`config.mk`:
```
export PLATFORM = sky130hd
export DESIGN_NAME = snitch_icache_data_ctrl
export DESIGN_NICKNAME = d
export VERILOG_FILES = /design/src/rtl/snitch_icache_data_ctrl.sv
export SDC_FILE = /design/constraint.sdc
export NUM_CORES = 1
export LEC_CHECK = 0
export CORE_AREA = 4 4 367 369
export DETAILED_ROUTE_END_ITERATION = 6
export DIE_AREA = 0 0 371 373
export PLACE_DENSITY = 0.35
export SLEW_MARGIN = 15
export SYNTH_ARGS = -nofsm -noshare
export SYNTH_HDL_FRONTEND = slang
export SYNTH_SLANG_ARGS = --single-unit
```
`constraint.sdc`:
```
create_clock -name clk_i -period 3.6 [get_ports clk_i]
set_input_delay 0.54 -clock clk_i [delete_from_list [all_inputs] [get_ports clk_i]]
set_output_delay 0.54 -clock clk_i [all_outputs]
set_load 0.05 [all_outputs]
```
`src/rtl/snitch_icache_data_ctrl.sv`:
```
// Data SRAM access controller for the instruction cache.
// Shares one SRAM port between lookup reads and refill writes. Read lines
// come back over a valid/ready port, and a one-entry hold register absorbs
// back-pressure. Refills normally win the port. A starvation counter forces
// a waiting lookup through after MAX_STALL consecutive refill wins.
module snitch_icache_data_ctrl #(
    parameter int unsigned WAY_COUNT  = 4,
    parameter int unsigned LINE_COUNT = 128,
    parameter int unsigned LINE_WIDTH = 128,
    parameter int unsigned MAX_STALL  = 4,
    localparam int unsigned AW = $clog2(LINE_COUNT),
    localparam int unsigned WW = (WAY_COUNT > 1) ? $clog2(WAY_COUNT) : 1
) (
    input  logic                                 clk_i,
    input  logic                                 rst_i,
    input  logic                                 lookup_valid_i,
    output logic                                 lookup_ready_o,
    input  logic [AW-1:0]                        lookup_addr_i,
    input  logic [WW-1:0]                        lookup_way_i,
    output logic                                 rsp_valid_o,
    input  logic                                 rsp_ready_i,
    output logic [LINE_WIDTH-1:0]                rsp_data_o,
    input  logic                                 refill_valid_i,
    output logic                                 refill_ready_o,
    input  logic [AW-1:0]                        refill_addr_i,
    input  logic [WW-1:0]                        refill_way_i,
    input  logic [LINE_WIDTH-1:0]                refill_data_i,
    output logic [WAY_COUNT-1:0]                 ram_enable_o,
    output logic                                 ram_write_o,
    output logic [AW-1:0]                        ram_addr_o,
    output logic [LINE_WIDTH-1:0]                ram_wdata_o,
    input  logic [WAY_COUNT-1:0][LINE_WIDTH-1:0] ram_rdata_i
);
    localparam int unsigned SW = $clog2(MAX_STALL + 1);

    logic                  pend_q;
    logic [WW-1:0]         way_q;
    logic                  hold_valid_q;
    logic [LINE_WIDTH-1:0] hold_data_q;
    logic [SW-1:0]         stall_cnt_q;

    logic rsp_free, force_lk, lookup_fire, refill_fire;

    // The hold register takes priority over the live SRAM output. This keeps
    // a stalled line stable even if a refill rewrites the same SRAM entry.
    assign rsp_valid_o = pend_q | hold_valid_q;
    assign rsp_data_o  = hold_valid_q ? hold_data_q : ram_rdata_i[way_q];
    assign rsp_free    = !rsp_valid_o | rsp_ready_i;

    // Force only when the lookup could actually be issued.
    // Otherwise the refill would be blocked for nothing.
    assign force_lk       = lookup_valid_i & rsp_free & (stall_cnt_q == SW'(MAX_STALL));
    assign refill_ready_o = !rst_i & !force_lk;
    assign lookup_ready_o = !rst_i & rsp_free & (!refill_valid_i | force_lk);

    assign lookup_fire = lookup_valid_i & lookup_ready_o;
    assign refill_fire = refill_valid_i & refill_ready_o;
    assign ram_wdata_o = refill_data_i;

    // SRAM port mux: the ready terms make the two fires mutually exclusive.
    always_comb begin
        ram_enable_o = '0;
        ram_write_o  = 1'b0;
        ram_addr_o   = lookup_addr_i;
        if (refill_fire) begin
            ram_enable_o = WAY_COUNT'(1) << refill_way_i;
            ram_write_o  = 1'b1;
            ram_addr_o   = refill_addr_i;
        end else if (lookup_fire) begin
            ram_enable_o = WAY_COUNT'(1) << lookup_way_i;
        end
    end

    // Response tracking, hold capture and the starvation counter.
    always_ff @(posedge clk_i) begin
        if (rst_i) begin
            pend_q       <= 1'b0;
            way_q        <= '0;
            hold_valid_q <= 1'b0;
            hold_data_q  <= '0;
            stall_cnt_q  <= '0;
        end else begin
            pend_q <= lookup_fire;
            if (lookup_fire) way_q <= lookup_way_i;

            // Stalled SRAM data is captured before the next access can change it.
            if (pend_q & !rsp_ready_i) begin
                hold_valid_q <= 1'b1;
                hold_data_q  <= ram_rdata_i[way_q];
            end else if (hold_valid_q & rsp_ready_i) begin
                hold_valid_q <= 1'b0;
            end

            if (lookup_fire) begin
                stall_cnt_q <= '0;
            end else if (lookup_valid_i & refill_fire & rsp_free &
                         (stall_cnt_q != SW'(MAX_STALL))) begin
                stall_cnt_q <= stall_cnt_q + 1'b1;
            end
        end
    end
endmodule

```
==> impl_metrics.json, run 1 <==
{
  "fin_ws_ns": 0.134,
  "hold_class": "flip-flop to flip-flop",
  "worstPathArrival_ns": 2.93,
  "nNetsFinal": 1959,
  "clk_pin_slew_worst_paths_ns": 0.06,
  "max_freq_mhz": 289,
  "yosys.area.top_type": "mux4_2",
  "grt_overflow_total": 0,
  "antenna_found_initial": 21,
  "fin_skew_ns": 0.00764,
  "hpwl_um": 57600,
  "gr-usage-met1": 0.109,
  "power.density_nw_per_um2": 328,
  "crit_chain": "buf_12 > buf_4 > mux4_2 > mux2_2 > clkdlybuf4s50_1",
  "top_usage_layer": "met2",
  "final_max_slew_viol_count": 0,
  "slew_headroom": 0.586,
  "track_usage": 0.0942,
  "ant_nets": 0,
  "syn_avg_cell_area_um2": 12.7,
  "syn_to_final_growth_pct": 86.9,
  "grt_util_met2": 0.160,
  "gp_congestion": 0.925,
  "post_dp_cell_area_um2": 17700,
  "dieArea_um2": 138000,
  "fin_area_um2": 18300,
  "start_util": 0.0748,
  "yosysSeqAreaShare": 0.275,
  "numPortBuffers": 677,
  "pre_cts_ws_ns": 0.333,
  "maxCapViolCount": 0,
  "critPathMaxFanout": 32,
  "start_kind": "flip-flop",
  "root_buffer": "clkbuf_16",
  "finalWirelength_um": 67700,
  "vias": 9314,
  "rsz0062_at_grt": "no",
  "power_w": 0.00601,
  "clock_latency_ns": 0.50,
  "min-delay-start": "hold_data_q[4]",
  "die_h_um": 373,
  "cpMaxStageDelayCell": "clkdlybuf4s50_1",
  "cts_tree": "built",
  "yosysUniqueCellTypes": 29,
  "reg2reg_from": "way_q[0]",
  "yosysWarnings": 0,
  "synth_top_area_share": 0.294,
  "min_period_over_period": 0.963,
  "htreeDepth": 4,
  "synth-seq-cells": 135,
  "drc": 0,
  "synth.area.top_cells": "mux4_2 (29%), dfxtp_1 (28%), mux2_2 (15%)",
  "fin_crit_ns": 3.47,
  "mappedNetlistArea_um2": 9810,
  "cts_buffers": 17,
  "synth_cells": 775,
  "finalSetupViolCount": 0,
  "cp.required_ns": 3.06,
  "hold_buffers": 0,
  "grt_max_degree": 68,
  "fin_tns_setup_ns": 0,
  "grt_pass1_vias": 10131,
  "outcome": "complete, no violations",
  "via_per_inst": 3.04,
  "drive_gt1_frac": 0.306,
  "crit_start": "way_q[0]",
  "crit_type": "flip-flop to primary output",
  "critical-path-max-stage-delay_ns": 0.71,
  "die_w_um": 371,
  "peakVddDrop_uv": 372,
  "tightest_slew_ns": 0.619,
  "rows": 133,
  "grt_pass1_wl_um": 88700,
  "leakagePower_nw": 6.06,
  "coreArea_um2": 131000,
  "syn-num-nets": 1440,
  "wl_per_cell_um": 22.1,
  "clockBufferDepth": 2,
  "hold_viol_final": 0,
  "use_met3": 0.0315,
  "io_pins": 934,
  "drt-initial-drc-count": 369,
  "firstDrtPassIters": 4,
  "end_kind": "primary output",
  "clock-sinks": 135
}
[worst max-delay path, delay by kind of cell (launching register included)]
family                 cells  cell delay, ns
flip-flops                 1            0.37
multiplexers               2            0.78
buffers and inverters      3            1.18
[kinds of logic after synthesis]
kind of cell | synth area share
multiplexers | 0.451
buffers and inverters | 0.132
AO/OA/AOI/OAI | 0.125
flip-flops | 0.275
AND/OR/NAND/NOR | 0.0130
adder cells (fa/ha/maj) | 0.00255
[cells in the mapped netlist]
library cell and number:
or2_2 2, inv_1 7, a41o_1 1, o21bai_1 1
nand4_1 3, mux2_2 135, or4_1 2, mux2_4 1
ha_1 2, mux2i_1 1, nor3b_1 3, o21ai_0 2
nand2_1 4, buf_2 25, buf_4 128, dfxtp_1 135
o31ai_1 1, o22ai_1 2, mux4_2 128, o32ai_1 2
o21ba_1 1, a21boi_0 1, nor2b_1 2, a22o_1 128
nand2b_1 5, a21oi_1 5, clkbuf_1 37, buf_6 1
buf_1 10
[placed cells by master, fill, tap and decap left out, drive strengths merged, types with 3 or more instances in the layout]
| master | instances |
|---|---|
| a21oi | 5 |
| a22o | 128 |
| buf | 99 |
| bufinv | 3 |
| clkbuf | 22 |
| clkdlybuf4s50 | 581 |
| clkinv | 4 |
| dfxtp | 135 |
| diode | 5 |
| dlygate4sd2 | 20 |
| inv | 8 |
| mux2 | 136 |
| mux4 | 128 |
| nand2 | 4 |
| nand2b | 5 |
| nand4 | 3 |
| nor3b | 3 |
[where the power goes]
| group | leakage, nW | internal, W | total (W) | switching, W |
|---|---|---|---|---|
| logic | 4.66 | 0.00115 | 0.00248 | 0.00132 |
| registers | 1.09 | 0.00153 | 0.00155 | 0.0000207 |
| clock network | 0.302 | 0.00117 | 0.00198 | 0.000817 |
[layer usage]
| metal | vias up | routed length (um) |
|---|---|---|
| met5 | - | 80 |
| met4 | 14 | 1870 |
| met3 | 112 | 6080 |
| met2 | 512 | 33000 |
| met1 | 4668 | 26700 |
| li1 | 4008 | - |
[cell type report]
class	instances	area, um^2
clock buffers	22	485
well taps	1755	2200
fillers	14787	113000
clock inverters	10	141
multi-input cells	432	5830
flip-flops and latches	135	2710
repair buffers	701	6940
diodes	5	12.5
inverters	7	26.3
[timing repair]
item | in CTS | in global routing
setup buffers | 0 | 0
gates cloned | 0 | 0
gates resized for setup | 21 | 1
endpoints found under the hold margin | 0 | 0
setup endpoints to repair | 21 | 1
[registers in the layout, summed over array words and instances, names as in the netlist]
| signal | count |
|---|---|
| hold_data_q | 128 |
| hold_valid_q | 1 |
| pend_q | 1 |
| stall_cnt_q | 3 |
| way_q | 2 |
[path summary, 6_finish.rpt]
check	to	slack, ns	depth (start not counted)
max	rsp_data_o[33]	0.13	5
min	hold_data_q[4]	0.47	1
max reg2reg	hold_data_q[14]	1.40	5
min reg2reg	hold_data_q[4]	0.47	1
[metrics by stage]
step,instances,hold WS [ns],utilization
floorplan,775,0.443,-
global placement,3030,0.455,0.135
CTS,3062,0.478,0.140
detailed placement,3030,0.457,0.135
finish,3067,0.473,0.140
global route,3063,0.484,0.140
Power figures use the tool's default switching activity.
==> run 2, diff against run 1 <==
Settings changed: CORE_AREA 4 4 367 369 to 4 4 364 366, DIE_AREA 0 0 371 373 to 0 0 368 370, PLACE_DENSITY 0.35 to 0.36.
Clock period 3.6 ns to 2.9 ns, I/O delays scaled along.
==> run 2 against run 1 <==
The run now ends with negative setup slack left. Critical path depth did not move. Highest routed layer unchanged. Clock power up 19%. Sequential share of layout area shrank 1.1 points. First-iteration DRC count grew 8.9%. Largest cell class unchanged. Global-route usage down 0.070 points. Critical path type unchanged. Sequential power increased by 25%. Non-clock buffer count grew 22. Wire length decreased by 0.72%. Register-to-register slack got worse by 0.34 ns.
==> impl_metrics.json, run 2 (synthesis results as in run 1) <==
{
  "pre_cts_ws_ns": -0.0365,
  "fin_crit_ns": 2.91,
  "die_w_um": 368,
  "stdcell_count": 3076,
  "coreArea_um2": 129000,
  "whs_path_depth": 1,
  "crit_chain": "buf_16 > clkbuf_16 > mux4_2 > mux2_4 > buf_12",
  "hold_class": "flip-flop to flip-flop",
  "gr-usage-met1": 0.111,
  "end_kind": "primary output",
  "slew_headroom": 0.377,
  "cts_tree": "built",
  "fin_skew_ns": 0.00772,
  "crit_type": "flip-flop to primary output",
  "reg_top3": "hold_data_q x128, stall_cnt_q x3, way_q x2",
  "htreeDepth": 4,
  "firstDrtPassIters": 5,
  "hold_viol_final": 0,
  "max_freq_mhz": 344,
  "fin_tns_setup_ns": -0.00921,
  "root_buffer": "clkbuf_16",
  "wl_per_cell_um": 21.8,
  "comb_power_share": 0.458,
  "final_max_slew_viol_count": 0,
  "grt_pass1_wl_um": 86900,
  "finalSetupViolCount": 1,
  "largest_reg_flops": 128,
  "place_inst": 3028,
  "final_cell_mix": "clkdlybuf4s50_1 (535), dfxtp_1 (132), mux4_2 (128), a22o_1 (128), buf_12 (86)",
  "tightest_slew_ns": 0.935,
  "gp_congestion": 0.933,
  "clock_latency_ns": 0.49,
  "maxCapViolCount": 0,
  "rsz0062_at_grt": "yes",
  "use_met3": 0.0227,
  "grt_overflow_total": 0,
  "swShare": 0.356,
  "grt_pass1_vias": 10056,
  "antenna_found_initial": 9,
  "die_h_um": 370,
  "top_usage_layer": "met2",
  "track_usage": 0.0935,
  "leakagePower_nw": 6.84,
  "fin_ws_ns": -0.00921,
  "drive_gt1_frac": 0.374,
  "reg2reg_depth": 6,
  "cp.required_ns": 2.47,
  "finalWirelength_um": 67200,
  "top_register": "hold_data_q",
  "grt_max_degree": 75,
  "hpwl_um": 55600,
  "dieArea_um2": 136000,
  "start_kind": "flip-flop",
  "io_pins": 934,
  "worstPathArrival_ns": 2.47,
  "violations": "negative setup slack",
  "seqPwrFrac": 0.244,
  "hold_buffers": 0,
  "clk_pin_slew_worst_paths_ns": 0.06,
  "cts_buffers": 17,
  "pwr-share-clk": 0.298,
  "p_sw_w": 0.00281,
  "intPower_w": 0.00508,
  "layout_commonest_cell": "clkdlybuf4s50_1",
  "syn_to_final_growth_pct": 102,
  "clockBufferDepth": 2,
  "via_per_inst": 3.03,
  "outcome": "finished with violations",
  "ant_nets": 0,
  "grt_util_met2": 0.162,
  "numPortBuffers": 677,
  "drc": 0,
  "cpMaxStageDelayCell": "mux4_2",
  "critical-path-max-stage-delay_ns": 0.58,
  "vias": 9318,
  "start_util": 0.0760,
  "power.density_nw_per_um2": 398,
  "critPathMaxFanout": 9,
  "nNetsFinal": 1981,
  "min_period_over_period": 1.00,
  "clock-sinks": 135,
  "drt-initial-drc-count": 402,
  "peakVddDrop_uv": 258,
  "rows": 132
}
==> run 2: cell types whose count changed in the layout (fill, tap and decap cells not counted), moves of 43 or more <==
| cell | delta |
|---|---|
| mux2_2 | -62 |
| buf_4 | -43 |
| mux2_4 | +62 |
| buf_6 | +49 |
| buf_12 | +71 |
| clkdlybuf4s50_1 | -46 |
==> run 2: power by group through the flow <==
stage          clock network, W  registers [W]  logic, W
2_1_floorplan                 0        0.00196   0.00202
3_3_place_gp                  0        0.00197   0.00352
3_5_place_dp                  0        0.00197   0.00352
4_1_cts                 0.00252        0.00193   0.00369
5_1_grt                 0.00256        0.00193   0.00378
6_report                0.00235        0.00193   0.00362
==> run 2: per-layer routing <==
metal  wire, um  up-vias
met5          7        -
met4       1920        2
met3       4680       97
met2      33500      485
met1      27100     4671
li1           -     4063
==> run 2: layout make-up <==
class                   count  area [um^2]
fillers                 14352       109000
inverters                   7         26.3
diodes                      5         12.5
well taps                1742         2180
clock buffers              20          467
clock inverters            12          141
multi-input cells         432         6100
repair buffers            723         8190
flip-flops and latches    135         2710
==> run 2: worst max-delay path, delay by kind of cell (launching register included) <==
| family | cells | cell delay (ns) |
|---|---|---|
| buffers and inverters | 3 | 0.56 |
| flip-flops | 1 | 0.44 |
| multiplexers | 2 | 0.90 |
==> run 2: path summary, 6_finish.rpt <==
path | start | end | slack [ns]
max | way_q[0] | rsp_data_o[103] | -0.009
min | hold_data_q[117] | hold_data_q[117] | 0.47
max reg2reg | stall_cnt_q[0] | way_q[0] | 1.06
min reg2reg | hold_data_q[117] | hold_data_q[117] | 0.47
==> run 2: metrics by stage <==
| stage | util | hold slack, ns | area (um^2) | total power, W |
|---|---|---|---|---|
| 6_report | 0.154 | 0.471 | 19800 | 0.00790 |
| 5_1_grt | 0.153 | 0.486 | 19800 | 0.00828 |
| 4_1_cts | 0.152 | 0.478 | 19700 | 0.00813 |
| 3_5_place_dp | 0.143 | 0.458 | 18500 | 0.00549 |
| 3_3_place_gp | 0.143 | 0.456 | 18500 | 0.00548 |
| 2_1_floorplan | - | 0.443 | 9810 | 0.00398 |
==> run 2: repair_timing <==
| item | 4_1_cts | 5_1_grt |
|---|---|---|
| pin swaps | 0 | 3 |
| endpoints found under the hold margin | 0 | 0 |
| cloned | 2 | 4 |
| resized for setup | 114 | 22 |
| setup endpoints to repair | 109 | 95 |
| buffers inserted | 4 | 2 |
==> variant 1 (config.mk and constraints of run 2) <==
Change the parameter `LINE_WIDTH` from 128 to 256.
--- a/src/rtl/snitch_icache_data_ctrl.sv
+++ b/src/rtl/snitch_icache_data_ctrl.sv
@@ -6,7 +6,7 @@
 module snitch_icache_data_ctrl #(
     parameter int unsigned WAY_COUNT  = 4,
     parameter int unsigned LINE_COUNT = 128,
-    parameter int unsigned LINE_WIDTH = 128,
+    parameter int unsigned LINE_WIDTH = 256,
     parameter int unsigned MAX_STALL  = 4,
     localparam int unsigned AW = $clog2(LINE_COUNT),
     localparam int unsigned WW = (WAY_COUNT > 1) ? $clog2(WAY_COUNT) : 1
Ports: changed (resized ram_rdata_i, ram_wdata_o, refill_data_i and rsp_data_o); port bits go from 934 to 1830. No check against the original RTL was run, so the function may have changed too.
==> variant 1 against run 2 <==
- the run now fails in 3_2_place_iop
- area after synthesis up 96%
==> variant 1: results (changes against run 2) <==
[synth]
synth_commonest_cells = dfxtp_1, mux2_2, a22o_1, buf_4, mux4_2  ; unchanged
ys.flop_type = dfxtp_1  ; unchanged
ys_top_cells_by_area = mux4_2, dfxtp_1, mux2_2, a22o_1, buf_4  ; unchanged
synth_area_um2 = 19260  ; was 9812 µm²
synth_cell_type_count = 30  ; was 29
syn_area_per_cell_um2 = 12.94  ; was 12.66 µm²
ys_ff_latch = 263  ; was 135
synthArstFlopShare = 0  ; unchanged
seq_area_frac_synth = 0.2734  ; was 0.2754
syn_nets = 2793  ; was 1440
ys_warn_count = 0  ; unchanged

[outcome]
outcome = aborted with a tool error  ; was finished, violations left
first-error = [ERROR PPL-0024] Number of IO pins (1830) exceeds maximum number of available positions (1332). Increase the die perimeter from 1476.00um to 2488.80um.
lastStage = 3_2_place_iop

variant 1: cell count changes after synthesis, sizes merged:
cell    delta
a22o     +128
mux4     +128
buf      +172
clkbuf    +29
mux2     +128
dfxtp    +128
variant 1: cells by family after synthesis:
logic type                 after synthesis  share of synthesized area
muxes                                  521                     0.4545
buffers and inverters                  409                     0.1418
AOI/OAI and AO/OA                      272                     0.1220
DFF                                    263                     0.2734
and+or+nand+nor                         21                   0.006887
adders and majority gates                2                   0.001299
==> variant 2 (settings of run 2) <==
Without the edit above. Reset style: asynchronous (`rst_i`), changed in one clocked block.
--- a/src/rtl/snitch_icache_data_ctrl.sv
+++ b/src/rtl/snitch_icache_data_ctrl.sv
@@ -72,7 +72,7 @@
     end
 
     // Response tracking, hold capture and the starvation counter.
-    always_ff @(posedge clk_i) begin
+    always_ff @(posedge clk_i or posedge rst_i) begin
         if (rst_i) begin
             pend_q       <= 1'b0;
             way_q        <= '0;
Formal check against the unedited RTL: differs if rst_i is asserted again (counterexample within 4 cycles, from zero or initial values and one cycle with rst_i high); with rst_i held inactive, the same outputs for 4 cycles.
==> variant 2 against run 2 <==
- via count decreased by 3.1%
- area after synthesis grew 10%
- sequential share of layout area grew 3.1 points
- register-to-register slack got worse by 30 ps
- non-clock buffer count rose by 7
- sequential cell count is the same
- critical path depth stayed put
- global-route usage decreased by 1.3 points
- worst setup slack better by 25 ps
- maximum frequency increased by 0.86%
- final area is 2.0% higher
- routed wire length shrank 16%
- critical path type unchanged
- critical endpoint is now rsp_data_o[96]
Power is not compared: it rests on default switching activity, and its combinational part moved more than twofold at a synthesized area within 25%.
==> variant 2: results (changes against run 2) <==
[synth]
synth_commonest_cells = mux2_2, dfrtp_1, buf_4, mux4_2, clkbuf_1  ; was dfxtp_1, mux2_2, a22o_1, buf_4, mux4_2
ys_top_cells_by_area = dfrtp_1, mux2_2, mux4_2, buf_4, buf_6  ; was mux4_2, dfxtp_1, mux2_2, a22o_1, buf_4
ys.flop_type = dfrtp_1  ; was dfxtp_1
synth_cell_type_count = 33  ; was 29
syn_nets = 1418  ; was 1440
seq_area_frac_synth = 0.3130  ; was 0.2754
synthArstFlopShare = 1.000  ; was 0
synth_cells = 753  ; was 775

[worst_hold_path]
hold_path_class = in2async  ; was reg2reg

[sta]
max_freq_mhz = 346.7  ; was 343.7 MHz
fin_worst_skew_ps = 7.633  ; was 7.724 ps
worst_pin_slew_ps = 616.3  ; was 935.1 ps
fin_hold_ws_ps = 465.2  ; was 471.2 ps

[power_and_ir_drop]
p_leak_nw = 7.242
ir_drop_uv = 374.3

[clocking]
clock-root-buffer = clkbuf_16  ; unchanged

[cells_and_area]
num-nets-final = 1983  ; was 1981
syn2layout_area_growth_pct = 87.36  ; was 102.1%
drive_above_1_share = 0.4729  ; was 0.3740
nFillCells = 14370  ; was 14350

[grt]
grt_max_degree = 72  ; was 75
grt_first_pass_wirelength_um = 76990  ; was 86860 µm
gr-usage-all-layers = 0.08057  ; was 0.09353
grt_pass1_vias = 10270  ; was 10060

[outcome]
outcome = finished, final reports clean  ; was finished, violations left

[place]
dpl.hpwl_um = 47190  ; was 55590 µm
gp_congestion = 0.8746  ; was 0.9334
pre_cts_slack_ps = 230.1  ; was -36.46 ps
dpl_cell_area_um2 = 19160  ; was 18520 µm²
numPortBuffers = 677  ; unchanged

[worst_setup_path]
worstSetupEndpoint = rsp_data_o[96]  ; was rsp_data_o[103]
rr_endpoint = hold_data_q[99]$_DFFE_PP0P_  ; was way_q[0]$_SDFFE_PP0P_
critPathMaxStageDelay_ps = 540  ; was 580 ps
crit_fanout = 12  ; was 9
slowest_stage = mux4_2  ; unchanged
r2r_setup_slack_ps = 1030  ; was 1060 ps
r2r_cells = 4  ; was 6
critPathArrivalTime_ps = 2450  ; was 2470 ps
cp-startpoint = way_q[0]$_DFFE_PP0P_  ; was way_q[0]$_SDFFE_PP0P_

[drt]
first_pass_iters = 4  ; was 5
via_per_inst = 2.937  ; was 3.029
num_vias = 9029  ; was 9318
wl_per_cell_um = 18.32  ; was 21.85 µm
first_iter_violations = 294  ; was 402

## variant 2: what timing repair did
item	4_1_cts	5_1_grt
hold endpoints to repair	0	0
hold buffers	0	0
setup endpoints to repair	117	120
resized for setup	85	7
pin swaps	0	1
cloned	2	1
setup buffers	6	5
## variant 2: layout make-up
class	count	area share
Clock inverter	9	0.005012
Antenna cell	2	0.0002475
Multi-Input combinational cell	427	0.3068
Clock buffer	22	0.02296
Tap cell	1742	0.1078
Timing Repair Buffer	730	0.3881
Inverter	7	0.001485
Sequential cell	135	0.1676
## variant 2: per-layer routing
layer,GRT usage,vias up,routed length (µm)
met1,0.09288,4526,22370
met2,0.1353,443,27850
met4,0.03499,8,1940
met5,0,-,59
met3,0.02783,123,4084
li1,-,3929,-
## variant 2: kinds of logic (layout without fill, tap and decap cells)
group,Yosys count,count (layout),synth area share
mux,392,392,0.5425
buf+inv,192,768,0.1228
flops,135,135,0.3130
compound gates,16,17,0.01055
simple gates,16,16,0.008811
fa+ha+maj,2,2,0.002318
other cells,0,2,0
